==> src/rtl/alu_16_pkg.sv <==
// Shared types for the alu_16 command queue: widths, FSM states and the queued command format.
package alu_16_pkg;
  localparam int SEL_W = 2;
  localparam int ALU_W = 16;

  typedef enum logic [1:0] {IDLE, EXEC, HOLD} state_t;

  typedef struct packed {
    logic [ALU_W-1:0] in1;
    logic [ALU_W-1:0] in2;
    logic [SEL_W-1:0] sel;
  } cmd_t;
endpackage

==> src/rtl/alu_16_cmd_fifo.sv <==
// Synchronous FIFO with synchronous active-high reset; DEPTH must be a power of two >= 2.
module alu_16_cmd_fifo #(
  parameter int DEPTH = 4,
  parameter int WIDTH = 34
) (
  input  logic                   clk,
  input  logic                   rst,
  input  logic                   push,
  input  logic [WIDTH-1:0]       wdata,
  input  logic                   pop,
  output logic [WIDTH-1:0]       rdata,
  output logic                   full,
  output logic                   empty,
  output logic [$clog2(DEPTH):0] count
);
  localparam int AW = $clog2(DEPTH);

  logic [WIDTH-1:0] mem [DEPTH];
  logic [AW-1:0]    wptr, rptr;
  logic             do_push, do_pop;

  assign full    = (count == (AW+1)'(DEPTH));
  assign empty   = (count == '0);
  assign do_push = push && !full;
  assign do_pop  = pop && !empty;
  assign rdata   = mem[rptr];

  // Pointers are exactly AW bits wide, so wrap modulo DEPTH is free.
  always_ff @(posedge clk) begin
    if (rst) begin
      wptr  <= '0;
      rptr  <= '0;
      count <= '0;
    end else begin
      if (do_push) wptr <= wptr + 1'b1;
      if (do_pop)  rptr <= rptr + 1'b1;
      case ({do_push, do_pop})
        2'b10:   count <= count + 1'b1;
        2'b01:   count <= count - 1'b1;
        default: count <= count;
      endcase
    end
  end

  always_ff @(posedge clk) begin
    if (do_push) mem[wptr] <= wdata;
  end
endmodule

==> src/rtl/alu_16_cmd_queue.sv <==
// Back-pressured command stage for alu_16: FIFO -> registered operands -> registered result.
// Optional ALU_CMD_STATS_EN adds stat_done (wrapping) and stat_stall (saturating) counters.
module alu_16_cmd_queue
  import alu_16_pkg::*;
#(
  parameter int DEPTH = 4,
  parameter int W     = 16
) (
  input  logic                   clk,
  input  logic                   rst,
  input  logic                   cmd_valid,
  output logic                   cmd_ready,
  input  logic [W-1:0]           cmd_in1,
  input  logic [W-1:0]           cmd_in2,
  input  logic [1:0]             cmd_sel,
  output logic [W-1:0]           alu_in1,
  output logic [W-1:0]           alu_in2,
  output logic [1:0]             alu_sel,
  input  logic [W-1:0]           alu_out,
  output logic                   res_valid,
  input  logic                   res_ready,
  output logic [W-1:0]           res_data,
  output logic [1:0]             res_sel,
  output logic [$clog2(DEPTH):0] fifo_count
`ifdef ALU_CMD_STATS_EN
  ,
  output logic [15:0]            stat_done,
  output logic [15:0]            stat_stall
`endif
);
  cmd_t   wcmd, head;
  logic   full, empty, pop, capture;
  state_t state, state_nxt;

  assign wcmd.in1  = cmd_in1;
  assign wcmd.in2  = cmd_in2;
  assign wcmd.sel  = cmd_sel;
  assign cmd_ready = !full;

  alu_16_cmd_fifo #(
    .DEPTH (DEPTH),
    .WIDTH ($bits(cmd_t))
  ) u_fifo (
    .clk   (clk),
    .rst   (rst),
    .push  (cmd_valid && cmd_ready),
    .wdata (wcmd),
    .pop   (pop),
    .rdata (head),
    .full  (full),
    .empty (empty),
    .count (fifo_count)
  );

  always_ff @(posedge clk) begin
    if (rst) state <= IDLE;
    else     state <= state_nxt;
  end

  always_comb begin
    state_nxt = state;
    pop       = 1'b0;
    capture   = 1'b0;
    case (state)
      IDLE: if (!empty) begin
        pop       = 1'b1;
        state_nxt = EXEC;
      end
      EXEC: begin
        capture   = 1'b1;
        state_nxt = HOLD;
      end
      HOLD: if (res_ready) begin
        // Chain straight into the next command to reach 1 result / 2 cycles.
        if (!empty) begin
          pop       = 1'b1;
          state_nxt = EXEC;
        end else begin
          state_nxt = IDLE;
        end
      end
      default: state_nxt = IDLE;
    endcase
  end

  // HOLD is entered only by the EXEC capture edge, so the state bit is the result-valid flop.
  assign res_valid = (state == HOLD);

  always_ff @(posedge clk) begin
    if (rst) begin
      alu_in1  <= '0;
      alu_in2  <= '0;
      alu_sel  <= '0;
      res_data <= '0;
      res_sel  <= '0;
    end else begin
      if (pop) begin
        alu_in1 <= head.in1;
        alu_in2 <= head.in2;
        alu_sel <= head.sel;
      end
      if (capture) begin
        res_data <= alu_out;
        res_sel  <= alu_sel;
      end
    end
  end

`ifdef ALU_CMD_STATS_EN
  always_ff @(posedge clk) begin
    if (rst) begin
      stat_done  <= '0;
      stat_stall <= '0;
    end else begin
      if (res_valid && res_ready) stat_done <= stat_done + 16'd1;
      if (cmd_valid && !cmd_ready && stat_stall != 16'hFFFF) stat_stall <= stat_stall + 16'd1;
    end
  end
`endif
endmodule

==> config.mk <==
export PLATFORM = sky130hd
export DESIGN_NAME = alu_16_cmd_queue
export DESIGN_NICKNAME = d
export VERILOG_FILES = /design/src/rtl/alu_16_pkg.sv /design/src/rtl/alu_16_cmd_fifo.sv /design/src/rtl/alu_16_cmd_queue.sv
export SDC_FILE = /design/constraint.sdc
export NUM_CORES = 1
export LEC_CHECK = 0
export CAP_MARGIN = 20
export CORE_MARGIN = 5
export CORE_UTILIZATION = 45
export CTS_BUF_LIST = sky130_fd_sc_hd__clkbuf_2 sky130_fd_sc_hd__clkbuf_4 sky130_fd_sc_hd__clkbuf_8
export CTS_CLUSTER_DIAMETER = 150
export CTS_CLUSTER_SIZE = 8
export DETAILED_ROUTE_END_ITERATION = 7
export HOLD_SLACK_MARGIN = 0.02
export PLACE_DENSITY = 0.68
export SYNTH_ARGS = -nofsm -noshare
export SYNTH_HDL_FRONTEND = slang
export SYNTH_SLANG_ARGS = --single-unit
==> constraint.sdc <==
create_clock -name clk -period 2.3 [get_ports clk]
set_clock_uncertainty 0.05 [all_clocks]
set_input_delay 0.345 -clock clk [delete_from_list [all_inputs] [get_ports clk]]
set_output_delay 0.345 -clock clk [all_outputs]
set_load 0.005 [all_outputs]
==> reports/summary.json <==
{
  "run_status": {
    "status": "finished clean"
  },
  "cells_and_area": {
    "drive_above_1_share": 0.126,
    "multi_input_area_um2": 1970,
    "sequential_cell_area_um2": 5310,
    "diodes_inserted": 0,
    "layout.cell_area.non_filler_um2": 9320,
    "layout.nets": 609,
    "post-route-util": 0.568,
    "syn2layout_area_growth_pct": 24.9,
    "layout.filler_cells": 1261
  },
  "synth": {
    "post_synthesis_mux_area_share": 0.119,
    "postSynthRegisterBits": 197,
    "synth_xor_area_frac": 0.00235,
    "synth_top_cell_by_area": "edfxtp_1",
    "synthesis.nets": 489,
    "post-synth-top-count-cell": "edfxtp_1",
    "synth_compound_gate_area_share": 0.0614,
    "combinational_family_with_the_most_area_after_synthesis": "multiplexers",
    "synth.yosys.warnings": 0,
    "post_synthesis_share_of_cell_area_spent_on_and_or_nand_and_nor_gates": 0.0686,
    "synth_top_cells_by_area": "edfxtp_1, dfxtp_1, mux4_1",
    "yosysTopAreaCellShare": 0.547,
    "synth.lib_cells_used.distinct": 33,
    "share_of_synthesized_registers_carrying_an_async_set_or_reset": 0,
    "main_synth_ff_type": "edfxtp_1",
    "avgSynthCellArea_um2": 17.4,
    "synth_enable_flop_cells": 136,
    "post_synth_instance_area_um2": 7460,
    "postSynthCellCount": 429,
    "synth_common_cells": "edfxtp_1, dfxtp_1, nand2_1, nand2b_1, o2bb2ai_1",
    "yosysSeqAreaShare": 0.711,
    "synth_adder_area_share": 0.0111
  },
  "pwr": {
    "leakage_nw": 3.08,
    "power.clock.fraction": 0.229,
    "power.net_switching_mw": 2.77,
    "power.combinational.fraction": 0.284,
    "sequentialPowerShare": 0.486,
    "pwr_density_cell_nw_per_um2": 1060,
    "power.switching_fraction": 0.282,
    "vdd.ir_drop.worst_mv": 0.492,
    "cellInternalPower_mw": 7.06
  },
  "global_routing": {
    "grt_first_pass_wirelength_mm": 22.5,
    "global_route.overflow_total": 0,
    "gr_usage_total": 0.150,
    "grt_max_degree": 62,
    "antenna_found_initial": 0,
    "grt_pass1_vias": 4174
  },
  "setup_path": {
    "worst_r2r_endpoint": "u_fifo.count[2]",
    "cp.arrival_ps": 1820,
    "worst-r2r-setup-slack_ps": 110,
    "cp.required_ps": 1900,
    "r2r_cells": 8,
    "setup.worst_path.start_class": "register",
    "path_max_fanout": 9,
    "critPathKind": "reg2out",
    "worstReg2RegStart": "u_fifo.count[0]",
    "critPathLaunch": "u_fifo.count[0]",
    "worst_setup_path_end_kind": "primary output"
  },
  "timing": {
    "post-route-worst-setup-slack_ps": 84.4,
    "rsz0062_at_grt": "false",
    "setup_violation_total_in_the_final_timing_report": 0,
    "tns_ps": 0,
    "hold_viol_final": 0,
    "timing_worst_slew_pin_value_ps": 643,
    "worst_slew_margin_rel": 0.571,
    "max_freq_ghz": 0.451,
    "finalMaxSlewViolations": 0,
    "final_period_minus_worst_setup_slack_ps": 2220,
    "whs_ps": 315,
    "post-route-period-util": 0.963
  },
  "clock_tree": {
    "cts.path.max_buffers": 2,
    "number_of_buffers_created_by_cts": 17,
    "postCtsSetupBuffers": 0,
    "clock_sinks": 197,
    "cts.reportedPaths.clkPinSlew_ps": 80,
    "tritoncts_clock_tree": "built",
    "htree_levels": 4,
    "cts-resized-gates": 0,
    "clock_root_buffer": "clkbuf_8",
    "holdBufCountCts": 0,
    "clk_latency_worst_skew_pair_ps": 450
  },
  "placement": {
    "pre_cts_slack_ps": -104,
    "port-buffer-count": 110,
    "detailedPlacementHpwl_mm": 9.00,
    "placedInstanceArea_um2": 8900,
    "gp_routability_congestion": 0.764
  },
  "floorplan": {
    "design.die.area_um2": 19300,
    "die_height_um": 139,
    "die_x_um": 139,
    "initial_utilization": 0.455,
    "std_cell_rows": 47,
    "core_area_um2": 16400,
    "boundary_pin_count": 111
  },
  "route": {
    "vias": 4036,
    "detailedRoute.firstIterationViolations": 193,
    "post-route-drc-count": 0,
    "drt_first_pass_iters": 4,
    "vias_per_cell": 5.16,
    "postRouteAntennaNets": 0,
    "wl_mm": 14.4,
    "wl_per_cell_um": 18.4
  },
  "hold_path": {
    "worstHoldPathType": "in2reg",
    "hp-start": "rst",
    "worstHoldPathCells": 3,
    "holdPathEnd": "state[0]"
  },
  "run": {
    "max_cap_viols": 0
  }
}
[flip-flops by register name (all words and copies together), names as in the netlist]
| register | cells |
|---|---|
| alu_in1 | 16 |
| alu_in2 | 16 |
| alu_sel | 2 |
| res_data | 16 |
| res_sel | 2 |
| state | 2 |
| u_fifo.count | 3 |
| u_fifo.mem | 136 |
| u_fifo.rptr | 2 |
| u_fifo.wptr | 2 |
[critical path, stage by stage (launching register included)]
cell,delay (ps)
dfxtp_2,360
or3b_1,400
buf_4,170
clkdlybuf4s50_1,450
[logic make-up after synthesis]
family / after synthesis
buffers and inverters: 33
XOR/XNOR: 2
multiplexers: 35
AO/OA/AOI/OAI: 62
adder cells (fa/ha/maj): 6
AND/OR/NAND/NOR: 94
flip-flops: 197
[cells in the final DEF (no fill, tap or decap), types with 2 or more instances in the layout]
| master | count |
|---|---|
| mux4_1 | 30 |
| nor2b_1 | 4 |
| inv_1 | 5 |
| nand2_1 | 37 |
| clkbuf_4 | 3 |
| clkdlybuf4s50_1 | 109 |
| dfxtp_2 | 4 |
| ha_1 | 5 |
| edfxtp_1 | 136 |
| mux4_2 | 4 |
| xor2_1 | 2 |
| and3_2 | 4 |
| nand3_1 | 2 |
| bufinv_16 | 3 |
| nor2_1 | 4 |
| dfxtp_1 | 56 |
| a21oi_1 | 24 |
| nand2b_1 | 36 |
| a21o_1 | 2 |
| clkinv_2 | 4 |
| o2bb2ai_2 | 2 |
| buf_4 | 12 |
| clkinv_4 | 4 |
| clkbuf_8 | 17 |
| buf_12 | 7 |
| o2bb2ai_1 | 32 |
[through the flow]
stage,cells,power (mW)
after CTS,782,9.97
after global placement,750,7.60
final,782,9.83
after global routing,782,10.3
after floorplan,429,6.31
after detailed placement,750,7.70
[final cells by class]
| class | instances | area share |
|---|---|---|
| inverter | 5 | 0.00201 |
| clock buffer | 20 | 0.0275 |
| multi-input combinational | 199 | 0.212 |
| timing repair buffer | 129 | 0.142 |
| clock inverter | 12 | 0.0165 |
| sequential | 197 | 0.570 |
| tap | 220 | 0.0296 |
[worst max-delay path by stage]
stage | end | slack [ps] | cells past startpoint
floorplan | u_fifo.count[2] | 2 | 9
global placement | u_fifo.count[2] | -30 | 9
detailed placement | u_fifo.count[2] | -100 | 9
CTS | cmd_ready | 30 | 3
global route | cmd_ready | 4 | 3
finish | cmd_ready | 80 | 3
[metal layers]
| layer | global-route usage | routed length (µm) | vias up |
|---|---|---|---|
| li1 | - | - | 1910 |
| met1 | 0.184 | 6260 | 1997 |
| met2 | 0.256 | 7110 | 113 |
| met3 | 0.0445 | 866 | 16 |
| met4 | 0.0443 | 185 | 0 |
| met5 | 0 | 0 | - |
[power groups by stage]
stage                     clock [mW]  combinational, mW  sequential [mW]
final                           2.25               2.80             4.78
after global routing            2.45               3.03             4.86
after CTS                       2.32               2.86             4.79
after detailed placement           0               2.84             4.86
after global placement             0               2.77             4.84
after floorplan                    0               1.57             4.74
No activity file was read; power rests on OpenSTA's default activity.
